### src/rtl/divider.sv
// Signed 32-bit sequential divider: non-restoring magnitude division, one quotient bit per clock,
// followed by a sign-fix cycle. A result pulse appears 33 edges after the start edge.
module divider #(
    parameter int unsigned WIDTH = 32
) (
    input  logic             clock,
    input  logic             reset,
    input  logic [WIDTH-1:0] data_operandA,
    input  logic [WIDTH-1:0] data_operandB,
    input  logic             ctrl_DIV,
    output logic [WIDTH-1:0] data_result,
    output logic [WIDTH-1:0] data_remainder,
    output logic             data_exception,
    output logic             data_resultRDY
);

    localparam int unsigned CNT_W = $clog2(WIDTH);

    typedef enum logic [1:0] {
        IDLE = 2'd0,
        RUN  = 2'd1,
        FIX  = 2'd2,
        DONE = 2'd3
    } state_t;

    state_t             state;
    state_t             state_next;
    logic [CNT_W-1:0]   cnt;
    logic [WIDTH:0]     rem;
    logic [WIDTH-1:0]   quo;
    logic [WIDTH-1:0]   b_mag;
    logic               sign_q;
    logic               sign_r;
    logic               div_zero;

    logic [WIDTH-1:0]   a_abs_c;
    logic [WIDTH-1:0]   b_abs_c;
    logic [WIDTH:0]     shifted_c;
    logic [WIDTH:0]     step_c;
    logic [WIDTH-1:0]   rem_fix_c;

    // State register
    always_ff @(posedge clock or negedge reset) begin
        if (!reset) begin
            state <= IDLE;
        end else begin
            state <= state_next;
        end
    end

    // Next state; a start strobe overrides whatever is in flight
    always_comb begin
        state_next = state;
        if (ctrl_DIV) begin
            state_next = RUN;
        end else begin
            case (state)
                IDLE:    state_next = IDLE;
                RUN:     if (cnt == CNT_W'(WIDTH - 1)) state_next = FIX;
                FIX:     state_next = DONE;
                DONE:    state_next = IDLE;
                default: state_next = IDLE;
            endcase
        end
    end

    // Magnitudes: the most negative value maps onto its unsigned twin without loss
    always_comb begin
        a_abs_c   = data_operandA[WIDTH-1] ? -data_operandA : data_operandA;
        b_abs_c   = data_operandB[WIDTH-1] ? -data_operandB : data_operandB;
        shifted_c = {rem[WIDTH-1:0], quo[WIDTH-1]};
        step_c    = rem[WIDTH] ? (shifted_c + {1'b0, b_mag}) : (shifted_c - {1'b0, b_mag});
        // Final remainder lies in [0, |B|), so the low WIDTH bits carry the restore exactly
        rem_fix_c = rem[WIDTH] ? (rem[WIDTH-1:0] + b_mag) : rem[WIDTH-1:0];
    end

    // Datapath and registered outputs
    always_ff @(posedge clock or negedge reset) begin
        if (!reset) begin
            cnt            <= '0;
            rem            <= '0;
            quo            <= '0;
            b_mag          <= '0;
            sign_q         <= 1'b0;
            sign_r         <= 1'b0;
            div_zero       <= 1'b0;
            data_result    <= '0;
            data_remainder <= '0;
            data_exception <= 1'b0;
            data_resultRDY <= 1'b0;
        end else begin
            data_resultRDY <= (state_next == DONE);
            if (ctrl_DIV) begin
                quo      <= a_abs_c;
                b_mag    <= b_abs_c;
                rem      <= '0;
                cnt      <= '0;
                sign_q   <= data_operandA[WIDTH-1] ^ data_operandB[WIDTH-1];
                sign_r   <= data_operandA[WIDTH-1];
                div_zero <= (data_operandB == '0);
            end else begin
                case (state)
                    RUN: begin
                        rem <= step_c;
                        quo <= {quo[WIDTH-2:0], ~step_c[WIDTH]};
                        cnt <= cnt + CNT_W'(1);
                    end
                    FIX: begin
                        if (div_zero) begin
                            data_result    <= '0;
                            data_remainder <= '0;
                            data_exception <= 1'b1;
                        end else begin
                            data_result    <= sign_q ? -quo : quo;
                            data_remainder <= sign_r ? -rem_fix_c : rem_fix_c;
                            data_exception <= 1'b0;
                        end
                    end
                    default: ;
                endcase
            end
        end
    end

endmodule

### config.mk
export PLATFORM = sky130hd
export DESIGN_NAME = divider
export DESIGN_NICKNAME = d
export VERILOG_FILES = /design/src/rtl/divider.sv
export SDC_FILE = /design/constraint.sdc
export NUM_CORES = 1
export LEC_CHECK = 0
export ABC_AREA = 1
export CAP_MARGIN = 20
export CORE_AREA = 5 5 251 192
export DETAILED_ROUTE_END_ITERATION = 6
export DIE_AREA = 0 0 256 197
export DONT_BUFFER_PORTS = 1
export PLACE_DENSITY = 0.45
export SLEW_MARGIN = 10
export SYNTH_ARGS = -nofsm -noshare
export SYNTH_HDL_FRONTEND = slang
export SYNTH_SLANG_ARGS = --single-unit
### constraint.sdc
create_clock -name clock -period 8.1 [get_ports clock]
set_clock_uncertainty 0.05 [all_clocks]
set_input_delay 1.62 -clock clock [delete_from_list [all_inputs] [get_ports clock]]
set_output_delay 1.62 -clock clock [all_outputs]
set_load 0.01 [all_outputs]
# Word-level counts from Yosys, hierarchy flattened

Index checks and enable logic that the tools add are counted.

Flip-flop bits (word level): 173
Word-level logic and storage cells: 51
Bits of input ports: 67
Output and inout port bits: 66

Bitwise logic cells: 3
Multiplexer cells: 18
Equal/unequal tests: 5
Add/sub/neg operators: 8
Reductions and logical operators: 5

Operator list:

| operator                                                        | count |
|---|---|
| 32-bit two-way mux                                              | 9 |
| 32-bit negation                                                 | 4 |
| 33-bit two-way mux                                              | 3 |
| 33-bit by 32-bit adder with 33-bit output                       | 1 |
| 33-bit by 32-bit subtractor with 33-bit output                  | 1 |
| 32-bit adder                                                    | 1 |
| 32-bit logical NOT                                              | 1 |
| 5-bit two-way mux                                               | 2 |
| 2-bit == test, second input constant                            | 3 |
| 2-bit one-hot mux with 3 select lines                           | 1 |
| 5-bit by 1-bit adder with 5-bit output, second input constant   | 1 |
| 5-bit == test, second input constant                            | 1 |
| 2-bit two-way mux                                               | 2 |
| 2-bit by 1-bit == test with 1-bit output, second input constant | 1 |
| 2-bit logical NOT                                               | 1 |
| 1-bit NOT                                                       | 2 |
| 2-bit AND reduction                                             | 1 |
| 2-bit nonzero test                                              | 1 |
| 2-bit OR reduction                                              | 1 |
| 1-bit two-way mux                                               | 1 |
| 1-bit XOR                                                       | 1 |

# Depth between registers and ports, before layout

Gate-level depths: netlist of the first run.

Depth after elaboration: 5
Mapped depth: 26
Depth with buffers taken out: 26

# Least setup slack after synthesis of the first run

No wires, ideal clock.

Kind: register to register
From: register rem[32]
To: register rem[24]
Clock period less this slack: 3.529 ns
Cell stages (with the launch flop): 22
Arrival time: 3.361 ns
Library setup time: 0.118 ns
Required time: 7.932 ns
Slack: 4.571 ns
Path buffers: 5
Cell sequence: dfrtp_1 -> buf_6 -> inv_4 -> buf_2 -> buf_2 -> buf_2 -> buf_1 -> nand2_1 -> xor2_1 -> ha_1 -> nand2_1 -> o21ai_0 -> inv_1 -> o21ai_0 -> a21oi_1 -> o21ai_1 -> inv_1 -> o21ai_1 -> a21oi_1 -> or2_0 -> nand3_1 -> nand2_1

Word-level cells in the longest chain between the ends: 3

Ends and longest elaborated chain:

| element                  | line | RTL |
|---|---|---|
| start: declaration       | 29   | `logic [WIDTH:0] rem;` |
| start signal: assignment | 104  | `rem <= step_c;` |
| 33-bit two-way mux       | 72   | `step_c = rem[WIDTH] ? (shifted_c + {1'b0, b_mag}) : (shifted_c - {1'b0, b_mag});` |
| 33-bit two-way mux       | 102  | `case (state)` |
| 33-bit two-way mux       | 93   | `if (ctrl_DIV) begin` |

Every way passes these cells. The select of a mux whose other input is x is not followed.
A chain may end at the register's enable or synchronous reset.

# Final worst setup path of the first run

From: register b_mag[1]
To: register rem[29]

Word-level cells in the longest chain between the ends: 4
Elaborated cells between the ends (all ways): 5
Those cells by class: add/sub: 2; mux: 3

Ends and longest elaborated chain:

| element                                                                                                            | line | RTL |
|---|---|---|
| start: declaration                                                                                                 | 31   | `logic [WIDTH-1:0] b_mag;` |
| start signal: assignment                                                                                           | 95   | `b_mag <= b_abs_c;` |
| 33-bit by 32-bit subtractor with 33-bit output / 33-bit by 32-bit adder with 33-bit output (equally long branches) | 72   |  |
| 33-bit two-way mux *                                                                                               | 72   |  |
| 33-bit two-way mux *                                                                                               | 102  |  |
| 33-bit two-way mux *                                                                                               | 93   |  |

Mark *: on every way between the ends. The rest lies on a longest branch, timed or not. The select of a mux whose other input is x is not followed.

==> results of run 1 <==
## area by class of cell
type / instances / area (um^2) / area share
well taps: 595 / 744 / 0.0466
clock buffers: 19 / 443 / 0.0277
clock inverters: 12 / 138 / 0.00861
repair buffers: 8 / 60.1 / 0.00376
inverters: 321 / 1210 / 0.0755
flip-flops and latches: 173 / 4330 / 0.271
multi-input cells: 1742 / 9060 / 0.567
## cell usage after synthesis (16+ instances only)
library cell               instances
sky130_fd_sc_hd__a21oi_1         102
sky130_fd_sc_hd__clkbuf_1         46
sky130_fd_sc_hd__dfrtp_1         173
sky130_fd_sc_hd__ha_1             70
sky130_fd_sc_hd__inv_1           310
sky130_fd_sc_hd__nand2_1         685
sky130_fd_sc_hd__nand3_1         142
sky130_fd_sc_hd__nand4_1          26
sky130_fd_sc_hd__nor2_1          229
sky130_fd_sc_hd__nor3_1           33
sky130_fd_sc_hd__o21ai_0         167
sky130_fd_sc_hd__o21ai_1          17
sky130_fd_sc_hd__o221ai_1         19
sky130_fd_sc_hd__o22ai_1          16
sky130_fd_sc_hd__xnor2_1          23
sky130_fd_sc_hd__xor2_1           67
## cell families (layout without fill, tap and decap cells)
family                   count (synthesis)  after routing  share of synthesized area
AND/OR/NAND/NOR                       1193           1193                      0.343
buffers and inverters                  384            360                     0.0983
AO/OA/AOI/OAI                          387            387                      0.152
adder cells (fa/ha/maj)                 72             72                     0.0618
XOR/XNOR                                90             90                     0.0532
flip-flops                             173            173                      0.292
## flip-flops by register name, summed over array words and instances, names as in the netlist, 2 cells and up
| signal | flops |
|---|---|
| data_result | 32 |
| rem | 33 |
| data_remainder | 32 |
| quo | 32 |
| state | 2 |
| b_mag | 32 |
| cnt | 5 |
## power groups by stage
stage | logic, mW | clock network, mW | registers [mW]
5_1_grt | 3.42 | 0.901 | 1.36
2_1_floorplan | 2.21 | 0 | 1.20
3_5_place_dp | 2.98 | 0 | 1.35
6_report | 3.02 | 0.842 | 1.35
3_3_place_gp | 2.99 | 0 | 1.36
4_1_cts | 3.00 | 0.870 | 1.34
## worst reg2reg max path: stages, from the launching register on
cell,delay [ns]
sky130_fd_sc_hd__dfrtp_1,0.43
sky130_fd_sc_hd__inv_1,0.12
sky130_fd_sc_hd__nand3_1,0.11
sky130_fd_sc_hd__nor2_1,0.14
sky130_fd_sc_hd__nand4_1,0.14
sky130_fd_sc_hd__nor3_2,0.22
sky130_fd_sc_hd__nand3_1,0.15
sky130_fd_sc_hd__nor2_1,0.19
sky130_fd_sc_hd__nand3_1,0.15
sky130_fd_sc_hd__nor2_1,0.20
sky130_fd_sc_hd__nand2_1,0.10
sky130_fd_sc_hd__nor3_1,0.28
sky130_fd_sc_hd__nor2_1,0.09
sky130_fd_sc_hd__xor2_1,0.16
sky130_fd_sc_hd__ha_1,0.36
sky130_fd_sc_hd__nand2_1,0.13
sky130_fd_sc_hd__nor2_1,0.05
sky130_fd_sc_hd__inv_1,0.06
sky130_fd_sc_hd__nor3_1,0.05
sky130_fd_sc_hd__a2111oi_0,0.41
sky130_fd_sc_hd__o21ai_0,0.18
sky130_fd_sc_hd__o21ai_0,0.17
sky130_fd_sc_hd__o21ai_0,0.09
## worst max path at each step
| stage | startpoint | to | slack, ns | depth (start not counted) |
|---|---|---|---|---|
| after floorplan | rem[32]$_DFFE_PN0P_ | rem[24]$_DFFE_PN0P_ | 4.57 | 21 |
| after global placement | b_mag[1]$_DFFE_PN0P_ | quo[0]$_DFFE_PN0P_ | 3.97 | 23 |
| after detailed placement | b_mag[1]$_DFFE_PN0P_ | rem[29]$_DFFE_PN0P_ | 3.93 | 22 |
| after CTS | b_mag[1]$_DFFE_PN0P_ | rem[29]$_DFFE_PN0P_ | 3.89 | 22 |
| after global routing | b_mag[1]$_DFFE_PN0P_ | rem[30]$_DFFE_PN0P_ | 3.30 | 22 |
| final | b_mag[1]$_DFFE_PN0P_ | rem[29]$_DFFE_PN0P_ | 3.88 | 22 |
## per-stage QoR
step	cells	hold WS (ns)	power (mW)	setup slack (ns)
finish	2870	0.450	5.21	3.88
global route	2870	0.465	5.68	3.30
CTS	2870	0.454	5.20	3.89
detailed placement	2839	0.435	4.33	3.93
global placement	2839	0.408	4.35	3.97
floorplan	2299	0.384	3.42	4.57
## routing by layer
layer / routed length [um] / part of all wire
met1: 28900 / 0.52
met2: 20900 / 0.38
met3: 4920 / 0.089
met4: 652 / 0.012
met5: 0 / 0
## cells in the final DEF (no fill, tap or decap), types with 9 or more instances in the layout
| master | count |
|---|---|
| sky130_fd_sc_hd__xnor2_1 | 23 |
| sky130_fd_sc_hd__nand2_2 | 11 |
| sky130_fd_sc_hd__nor3_1 | 33 |
| sky130_fd_sc_hd__o221ai_1 | 19 |
| sky130_fd_sc_hd__nand2_1 | 685 |
| sky130_fd_sc_hd__o21ai_0 | 167 |
| sky130_fd_sc_hd__o21ai_1 | 17 |
| sky130_fd_sc_hd__inv_1 | 309 |
| sky130_fd_sc_hd__a21oi_1 | 102 |
| sky130_fd_sc_hd__o22ai_1 | 16 |
| sky130_fd_sc_hd__nand3_1 | 142 |
| sky130_fd_sc_hd__o31ai_1 | 10 |
| sky130_fd_sc_hd__or2_2 | 10 |
| sky130_fd_sc_hd__nor2_1 | 226 |
| sky130_fd_sc_hd__xor2_1 | 67 |
| sky130_fd_sc_hd__nand3_2 | 9 |
| sky130_fd_sc_hd__dfrtp_1 | 173 |
| sky130_fd_sc_hd__ha_1 | 70 |
| sky130_fd_sc_hd__clkbuf_16 | 17 |
| sky130_fd_sc_hd__o21bai_1 | 13 |
| sky130_fd_sc_hd__nand4_1 | 26 |
| sky130_fd_sc_hd__nor2_2 | 12 |
| sky130_fd_sc_hd__a32o_1 | 9 |
==> Flow_metrics.wiki, run 1 <==
{| class="wikitable"
! Metric !! Value
|-
| Met3 capacity usage during global routing || 0.0602
|-
| Post-synth cell types || 55
|-
| Transition time of the tightest slew-check pin || 1.00 ns
|-
| Sequential-to-total area share from yosys stat || 0.292
|-
| Total overflow reported by the global router || 0
|-
| Cell accounting for the most synthesized area || sky130_fd_sc_hd__dfrtp_1
|-
| Layout Area Growth over Synthesis || 7.77%
|-
| Period utilisation layout || 0.521
|-
| Total number of nets in the final design || 2402
|-
| Relative slew slack || 0.332
|-
| Placeable Area || 45400 um^2
|-
| Switching power total || 2.74 mW
|-
| Post-route antenna net violation count || 0
|-
| Internal power of the cells || 2.47 mW
|-
| Most crowded layer after global routing || met1
|-
| Total die area || 50400 um^2
|-
| Leakage Power || 8.05 nW
|-
| Fmax || 0.237 GHz
|-
| Top area cells in the synthesized netlist || sky130_fd_sc_hd__dfrtp_1, sky130_fd_sc_hd__nand2_1, sky130_fd_sc_hd__inv_1
|-
| Endpoint of the lowest-slack register-to-register path || rem[29]$_DFFE_PN0P_
|-
| Synthesized area || 14800 um^2
|-
| Pwr dens || 326 nW/um^2
|-
| Vias in the first global route || 13500
|-
| Placed wire-length estimate || 44000 um
|-
| Core utilization of the finished layout || 0.352
|-
| Share of power burned in the clock network || 0.162
|-
| Largest net degree at the start of global routing || 174
|-
| Met2 Usage GRT || 0.287
|-
| Clock slew at the register clock pins of the worst setup and hold paths || 0.07 ns
|-
| Fraction of synthesized cell area taken by the top area cell type || 0.292
|-
| Post-Synthesis Net Count || 2438
|-
| Number of detailed-route iterations in the first pass || 5
|-
| Crit path max-delay cell type || sky130_fd_sc_hd__dfrtp_1
|-
| Number of hold violations in the final report || 0
|-
| Fraction of power spent switching nets || 0.526
|-
| Detailed-route via count || 14700
|-
| Outcome || finished clean
|-
| Final setup violating endpoints || 0
|-
| Data arrival at the endpoint of the critical path || 4.45 ns
|-
| Routed length per placed instance || 19.3 um
|-
| Number of flip-flops and latches in the synthesized netlist || 173
|-
| Ordered list of cells on the worst path || inv_1 -> nand3_1 -> nor2_1 -> nand4_1 -> nor3_2 -> nand3_1 -> nor2_1 -> nand3_1 -> nor2_1 -> nand2_1 -> nor3_1 -> nor2_1 -> xor2_1 -> ha_1 -> nand2_1 -> nor2_1 -> inv_1 -> nor3_1 -> a2111oi_0 -> o21ai_0 -> o21ai_0 -> o21ai_0
|-
| Maximum level of the CTS H-tree || 4
|-
| Fraction of final layout cells sized beyond drive strength 1 || 0.0492
|-
| Iteration-0 DRC count of the detailed router || 1318
|-
| Number of clock buffers inserted by TritonCTS || 17
|-
| Ys Warns || 0
|-
| All-Layer GR Usage || 0.216
|-
| Library cell used as clock root buffer || sky130_fd_sc_hd__clkbuf_16
|-
| I/O Pins || 133
|-
| Largest vdd supply drop || 148 uV
|-
| Crit path buffers/inverters || 2
|-
| Final WL || 55400 um
|-
| R2r startpoint || b_mag[1]$_DFFE_PN0P_
|-
| Max Cap Violations || 0
|-
| DIE WIDTH || 256 um
|-
| CP Capture Type || register
|-
| Kind of cell with the highest combined delay on the critical path || simple AND/OR/NAND/NOR gates
|-
| Class of the tightest hold or removal check || register to register
|-
| ANT cells || 0
|-
| Startpoint class of the critical path || register
|-
| Sequential cell fraction of total power || 0.258
|-
| Starting utilization of the core area || 0.326
|-
| Buffers on Ports || 0
|-
| Filler Cell Count || 5026
|-
| Largest stage delay, worst path || 0.43 ns
|-
| Antenna violations before repair || 0
|-
| Cell repeated most along the worst path || sky130_fd_sc_hd__nor2_1
|-
| Highest fanout seen on the critical path || 5
|-
| Post-Synthesis Mean Instance Area || 6.45 um^2
|-
| Number of sinks handled by clock tree synthesis || 173
|-
| Endpoint required time on the critical path || 8.33 ns
|-
| TritonCTS clock tree || built
|-
| Final period demand of the worst path || 4.22 ns
|-
| Hold endpoint || cnt[3]$_DFFE_PN0P_
|-
| Source-to-sink clock delay at the later pin of the worst-skew pair || 0.45 ns
|-
| # resized after CTS || 0
|-
| Startpoint-to-endpoint class of the critical path || register to register
|-
| Worst Reg-to-Reg Cells || 22
|-
| Final Instance Area || 16000 um^2
|-
| Combinational fraction of design power || 0.580
|-
| Remaining design rule violation count || 0
|-
| Final slew viol count || 0
|-
| Routability congestion estimate || 0.960
|-
| Number of enable flip-flop cells after synthesis || 0
|-
| Setup Fix Bufs, Post-CTS || 0
|-
| Hold Crit Depth || 1
|-
| Hold buffer count at cts || 0
|-
| Number of rows created at floorplan || 68
|-
| RSZ-0062 raised after global routing || no
|-
| HP Start || cnt[3]$_DFFE_PN0P_
|-
| Slack of the worst reg-to-reg path || 3.88 ns
|-
| Accumulated negative setup slack || 0 ns
|-
| Global-route wire length before repair || 84600 um
|-
| Synthesized netlist cell count || 2299
|-
| Drt via density || 5.13
|-
| GRT met1 Usage || 0.344
|-
| Maximum clock path buffer count || 2
|-
| Area post-placement || 15400 um^2
|-
| Chip height || 197 um
|-
| Dominant register cell in the synthesized netlist || sky130_fd_sc_hd__dfrtp_1
|-
| Share of flip-flops with an asynchronous set or reset after synthesis || 1.00
|}
No activity file was read; power rests on OpenSTA's default activity.
==> run 2, diff against run 1 <==
- clock period: 8.1 -> 4.25 ns (I/O delays scaled with it)
==> Flow_metrics.wiki, run 2 (synthesis gave the netlist of run 1 again) <==
{| class="wikitable"
! Metric !! Value
|-
| Startpoint-to-endpoint class of the critical path || register to register
|-
| Number of clock buffers inserted by TritonCTS || 17
|-
| Placed Instances || 2844
|-
| Area post-placement || 15400 um^2
|-
| Endpoint required time on the critical path || 4.57 ns
|-
| Clock slew at the register clock pins of the worst setup and hold paths || 0.08 ns
|-
| Number of standard cells in the final layout excluding fillers || 2884
|-
| Total overflow reported by the global router || 0
|-
| Total die area || 50400 um^2
|-
| Outcome || finished clean
|-
| Starting utilization of the core area || 0.326
|-
| Commonest non-fill, non-tap cell in the layout || sky130_fd_sc_hd__nand2_1
|-
| Cell repeated most along the worst path || sky130_fd_sc_hd__nand2_1
|-
| Hold buffer count at cts || 0
|-
| Final setup violating endpoints || 0
|-
| Commonest non-fill, non-tap cells in the layout || sky130_fd_sc_hd__nand2_1, sky130_fd_sc_hd__inv_1, sky130_fd_sc_hd__nor2_1, sky130_fd_sc_hd__dfrtp_1, sky130_fd_sc_hd__o21ai_0
|-
| Chip height || 197 um
|-
| CP Capture Type || register
|-
| Drt via density || 5.13
|-
| Final Instance Area || 16200 um^2
|-
| Final WL || 55800 um
|-
| Buffers on Ports || 0
|-
| Highest fanout seen on the critical path || 5
|-
| Detailed-route via count || 14800
|-
| Pwr dens || 626 nW/um^2
|-
| Largest register by flop count || rem
|-
| Library cell used as clock root buffer || sky130_fd_sc_hd__clkbuf_16
|-
| Largest vdd supply drop || 311 uV
|-
| Final slew viol count || 0
|-
| Final Power || 10.1 mW
|-
| TritonCTS clock tree || built
|-
| Final period demand of the worst path || 3.88 ns
|-
| Global-route wire length before repair || 86000 um
|-
| Largest net degree at the start of global routing || 174
|-
| Worst hold margin || 0.0598 ns
|-
| ANT cells || 0
|-
| Routed length per placed instance || 19.3 um
|-
| Ordered list of cells on the worst path || inv_2 -> nand3_1 -> nor2_2 -> nand4_1 -> nor3_2 -> nand3_1 -> nor2_2 -> nand3_2 -> nor2_2 -> nand2_1 -> nor3_2 -> nor2_1 -> xor2_1 -> ha_1 -> a21oi_1 -> o21ai_0 -> a221oi_1 -> nand2_1 -> a21o_1 -> nand2_1 -> nand2_1 -> o21ai_0
|-
| Layout Area Growth over Synthesis || 9.02%
|-
| Remaining design rule violation count || 0
|-
| Number of hold violations in the final report || 0
|-
| All-Layer GR Usage || 0.219
|-
| Maximum clock path buffer count || 2
|-
| Crit path max-delay cell type || sky130_fd_sc_hd__dfrtp_1
|-
| Placed wire-length estimate || 44300 um
|-
| Fraction of final layout cells sized beyond drive strength 1 || 0.0612
|-
| Total number of nets in the final design || 2415
|-
| Post-route antenna net violation count || 0
|-
| DIE WIDTH || 256 um
|-
| Transition time of the tightest slew-check pin || 0.941 ns
|-
| Fmax || 0.258 GHz
|-
| Placeable Area || 45400 um^2
|-
| Data arrival at the endpoint of the critical path || 4.20 ns
|-
| Number of rows created at floorplan || 68
|-
| Accumulated negative setup slack || 0 ns
|-
| Vias in the first global route || 13800
|-
| Flip-flop count of the largest register after layout || 33
|-
| Antenna violations before repair || 0
|-
| Class of the tightest hold or removal check || input pin to async pin
|-
| Source-to-sink clock delay at the later pin of the worst-skew pair || 0.46 ns
|-
| I/O Pins || 133
|-
| Period utilisation layout || 0.912
|-
| Number of detailed-route iterations in the first pass || 5
|-
| Routability congestion estimate || 0.908
|-
| Number of sinks handled by clock tree synthesis || 173
|-
| Leakage Power || 8.15 nW
|-
| Largest stage delay, worst path || 0.43 ns
|-
| Maximum level of the CTS H-tree || 4
|-
| Relative slew slack || 0.369
|-
| Iteration-0 DRC count of the detailed router || 1153
|-
| Startpoint class of the critical path || register
|-
| Max Cap Violations || 0
|}
-- run 2: cell count changes in the layout (fill, tap and decap cells not counted), moves of 3 or more --
cell / previous run / this run
sky130_fd_sc_hd__buf_4: 8 / 20
sky130_fd_sc_hd__o21ai_0: 167 / 164
sky130_fd_sc_hd__nor2_1: 226 / 220
sky130_fd_sc_hd__clkinvlp_4: 4 / 1
sky130_fd_sc_hd__inv_8: 1 / 5
sky130_fd_sc_hd__o21ai_1: 17 / 20
sky130_fd_sc_hd__nor2_2: 12 / 19
-- run 2: path summary, 6_finish.rpt --
kind / startpoint / endpoint / slack (ns) / cells after the start
min reg2reg: cnt[3]$_DFFE_PN0P_ / cnt[3]$_DFFE_PN0P_ / 0.43 / 1
max: b_mag[1]$_DFFE_PN0P_ / rem[30]$_DFFE_PN0P_ / 0.37 / 22
max reg2reg: b_mag[1]$_DFFE_PN0P_ / rem[30]$_DFFE_PN0P_ / 0.37 / 22
max in group asynchronous: reset / rem[14]$_DFFE_PN0P_ / 3.56 / 0
min: reset / data_remainder[23]$_DFFE_PN0P_ / 0.06 / 0
min in group clock: cnt[3]$_DFFE_PN0P_ / cnt[3]$_DFFE_PN0P_ / 0.43 / 1
-- run 2: repair_timing --
action | in CTS | in global routing
gates resized for setup | 0 | 18
setup endpoints to repair | 0 | 7
buffers inserted | 0 | 8
-- run 2: power breakdown --
group | switching, mW | total, mW | internal [mW]
registers | 0.547 | 2.53 | 1.98
clock network | 0.774 | 1.68 | 0.909
logic | 4.01 | 5.91 | 1.90
-- run 2: stage by stage --
step           worst slack (ns)   util
2_1_floorplan             0.721      -
3_3_place_gp              0.376  0.340
3_5_place_dp              0.270  0.340
4_1_cts                   0.239  0.353
5_1_grt                 -0.0470  0.356
6_report                  0.373  0.356
-- run 2: per-layer routing --
metal  routed length [um]  GRT usage  part of all wire
met5                    0          0                 0
met4                  537     0.0316            0.0096
met3                 3650     0.0420             0.065
met2                22200      0.311              0.40
met1                29400      0.349              0.53
-- run 2: area by class of cell --
type                    count  area, um^2
repair buffers             21         170
clock inverters            14         173
multi-input cells        1742        9100
inverters                 321        1210
well taps                 595         744
fillers                  5074       29300
clock buffers              18         439
flip-flops and latches    173        4330
-- run 2: critical path: cells and delay by family, from the launching register on --
family	cells	cell delay, ns
and+or+nand+nor	14	1.73
DFF	1	0.43
AOI/OAI and AO/OA	5	0.92
buffers and inverters	1	0.09
xor gates and xnor gates	1	0.17
adders and majority gates	1	0.39
==> run 3, diff against run 2 <==
- PLACE_DENSITY: 0.45 -> 0.53
==> Flow_metrics.wiki, run 3 (synthesis gave the netlist of run 1 again) <==
{| class="wikitable"
! Metric !! Value
|-
| DIE WIDTH || 256 um
|-
| Filler Cell Count || 4985
|-
| Combinational fraction of design power || 0.584
|-
| ANT cells || 0
|-
| Antenna violations before repair || 1
|-
| Highest fanout seen on the critical path || 5
|-
| Startpoint-to-endpoint class of the critical path || register to register
|-
| CP Capture Type || register
|-
| Area post-placement || 15500 um^2
|-
| Pwr dens || 624 nW/um^2
|-
| Starting utilization of the core area || 0.326
|-
| Class of the tightest hold or removal check || input pin to async pin
|-
| Share of power burned in the clock network || 0.164
|-
| Pre-CTS WS || 0.252 ns
|-
| Outcome || finished clean
|-
| Vias in the first global route || 13800
|-
| Library cell used as clock root buffer || sky130_fd_sc_hd__clkbuf_16
|-
| Period utilisation layout || 0.904
|-
| Final Instance Area || 16200 um^2
|-
| Ordered list of cells on the worst path || inv_1 -> nand3_1 -> nor2_1 -> nand4_1 -> nor3_4 -> nand3_2 -> nor2_2 -> nand3_1 -> nor2_2 -> nand2_1 -> nor3_1 -> nor2_1 -> xor2_1 -> ha_1 -> nand2_1 -> nor2_1 -> inv_1 -> nor3_2 -> a2111oi_2 -> o21ai_1 -> a21oi_1 -> o21ai_0 -> o21ai_0
|-
| Number of rows created at floorplan || 68
|-
| Slack of the worst reg-to-reg path || 0.41 ns
|-
| Largest net degree at the start of global routing || 162
|-
| Total overflow reported by the global router || 0
|-
| Total die area || 50400 um^2
|-
| Number of hold violations in the final report || 0
|-
| Global-route wire length before repair || 84800 um
|-
| Beginning of the critical path || b_mag[1]$_DFFE_PN0P_
|-
| Sequential cell area || 4330 um^2
|-
| Drt via density || 5.19
|-
| Number of clock buffers inserted by TritonCTS || 17
|-
| Remaining design rule violation count || 0
|-
| Buffers on Ports || 0
|-
| Worst setup margin || 0.407 ns
|-
| Switching power total || 5.38 mW
|-
| Data arrival at the endpoint of the critical path || 4.16 ns
|-
| R2r startpoint || b_mag[1]$_DFFE_PN0P_
|-
| Fraction of final layout cells sized beyond drive strength 1 || 0.0599
|-
| Number of detailed-route iterations in the first pass || 5
|-
| Chip height || 197 um
|-
| Largest stage delay, worst path || 0.44 ns
|-
| Fraction of power spent switching nets || 0.534
|-
| Final setup violating endpoints || 0
|-
| Accumulated negative setup slack || 0 ns
|-
| Fmax || 0.260 GHz
|-
| Number of sinks handled by clock tree synthesis || 173
|-
| Leakage Power || 8.13 nW
|-
| Final WL || 56200 um
|-
| All-Layer GR Usage || 0.219
|-
| Commonest non-fill, non-tap cells in the layout || sky130_fd_sc_hd__nand2_1, sky130_fd_sc_hd__inv_1, sky130_fd_sc_hd__nor2_1, sky130_fd_sc_hd__dfrtp_1, sky130_fd_sc_hd__o21ai_0
|-
| Internal power of the cells || 4.70 mW
|-
| Largest register by flop count || rem
|-
| Cell repeated most along the worst path || sky130_fd_sc_hd__nor2_1
|-
| Footprint of the multi-input gates || 9110 um^2
|-
| Iteration-0 DRC count of the detailed router || 1351
|-
| Source-to-sink clock delay at the later pin of the worst-skew pair || 0.47 ns
|-
| Sequential cell fraction of total power || 0.252
|-
| Placed wire-length estimate || 44800 um
|-
| Kind of cell with the highest combined delay on the critical path || simple AND/OR/NAND/NOR gates
|-
| Layout Area Growth over Synthesis || 8.90%
|-
| Final period demand of the worst path || 3.84 ns
|-
| Post-route antenna net violation count || 0
|-
| Final slew viol count || 0
|-
| I/O Pins || 133
|-
| Commonest non-fill, non-tap cell in the layout || sky130_fd_sc_hd__nand2_1
|-
| Max Cap Violations || 0
|-
| Crit path max-delay cell type || sky130_fd_sc_hd__dfrtp_1
|-
| Startpoint class of the critical path || register
|-
| Routability congestion estimate || 0.946
|-
| Flip-flop count of the largest register after layout || 33
|-
| Total number of nets in the final design || 2414
|-
| Detailed-route via count || 15000
|-
| Endpoint required time on the critical path || 4.57 ns
|-
| Transition time of the tightest slew-check pin || 0.997 ns
|-
| Relative slew slack || 0.335
|-
| Placeable Area || 45400 um^2
|-
| Endpoint of the lowest-slack register-to-register path || rem[29]$_DFFE_PN0P_
|-
| Clock slew at the register clock pins of the worst setup and hold paths || 0.08 ns
|-
| Maximum clock path buffer count || 2
|-
| TritonCTS clock tree || built
|-
| Crit path buffers/inverters || 2
|-
| Maximum level of the CTS H-tree || 4
|-
| Worst Reg-to-Reg Cells || 23
|-
| RSZ-0062 raised after global routing || no
|-
| Largest vdd supply drop || 339 uV
|-
| Routed length per placed instance || 19.5 um
|}
run 3: layout make-up:
type | instances | share of cell area
Multi-Input combinational cell | 1742 | 0.564
Sequential cell | 173 | 0.268
Inverter | 321 | 0.0748
Tap cell | 595 | 0.0461
Clock buffer | 17 | 0.0263
Clock inverter | 15 | 0.0108
Timing Repair Buffer | 20 | 0.00961
run 3: per-stage QoR:
step / total power, mW / hold slack [ns] / utilization / std cells
floorplan: 6.51 / 0.384 / - / 2299
global route: 10.9 / 0.0261 / 0.355 / 2883
finish: 10.1 / 0.0555 / 0.355 / 2883
detailed placement: 8.28 / 0.409 / 0.340 / 2847
global placement: 8.28 / 0.403 / 0.340 / 2847
CTS: 9.98 / 0.000586 / 0.354 / 2881
run 3: repair_timing:
item / 4_1_cts / 5_1_grt
hold buffers: 2 / 0
setup buffers: 0 / 2
gates resized for setup: 0 / 20
endpoints found under the setup margin: 0 / 9
endpoints found under the hold margin: 10 / 0
run 3: power groups by stage:
stage | clock network, mW | logic [mW] | registers, mW
after floorplan | 0 | 4.22 | 2.30
after global placement | 0 | 5.73 | 2.55
after detailed placement | 0 | 5.73 | 2.55
after CTS | 1.69 | 5.77 | 2.52
after global routing | 1.74 | 6.60 | 2.57
final | 1.65 | 5.89 | 2.54
run 3: worst reg2reg max path, cell delays in order (launching register included):
cell and delay, ns:
sky130_fd_sc_hd__dfrtp_1 0.44, sky130_fd_sc_hd__inv_1 0.12, sky130_fd_sc_hd__nand3_1 0.10, sky130_fd_sc_hd__nor2_1 0.13
sky130_fd_sc_hd__nand4_1 0.19, sky130_fd_sc_hd__nor3_4 0.22, sky130_fd_sc_hd__nand3_2 0.11, sky130_fd_sc_hd__nor2_2 0.13
sky130_fd_sc_hd__nand3_1 0.14, sky130_fd_sc_hd__nor2_2 0.16, sky130_fd_sc_hd__nand2_1 0.09, sky130_fd_sc_hd__nor3_1 0.14
sky130_fd_sc_hd__nor2_1 0.07, sky130_fd_sc_hd__xor2_1 0.15, sky130_fd_sc_hd__ha_1 0.36, sky130_fd_sc_hd__nand2_1 0.13
sky130_fd_sc_hd__nor2_1 0.05, sky130_fd_sc_hd__inv_1 0.08, sky130_fd_sc_hd__nor3_2 0.06, sky130_fd_sc_hd__a2111oi_2 0.35
sky130_fd_sc_hd__o21ai_1 0.14, sky130_fd_sc_hd__a21oi_1 0.14, sky130_fd_sc_hd__o21ai_0 0.10, sky130_fd_sc_hd__o21ai_0 0.08
run 3: worst max path at each step:
| stage | cells after the start | endpoint |
|---|---|---|
| after floorplan | 21 | rem[24]$_DFFE_PN0P_ |
| after global placement | 23 | rem[29]$_DFFE_PN0P_ |
| after detailed placement | 23 | rem[29]$_DFFE_PN0P_ |
| after CTS | 23 | rem[29]$_DFFE_PN0P_ |
| after global routing | 22 | rem[30]$_DFFE_PN0P_ |
| final | 23 | rem[29]$_DFFE_PN0P_ |
run 3: per-layer routing:
layer,GRT usage,wire [um]
met3,0.0447,4400
met2,0.292,21400
met4,0.0503,1050
met5,0,0
met1,0.354,29400
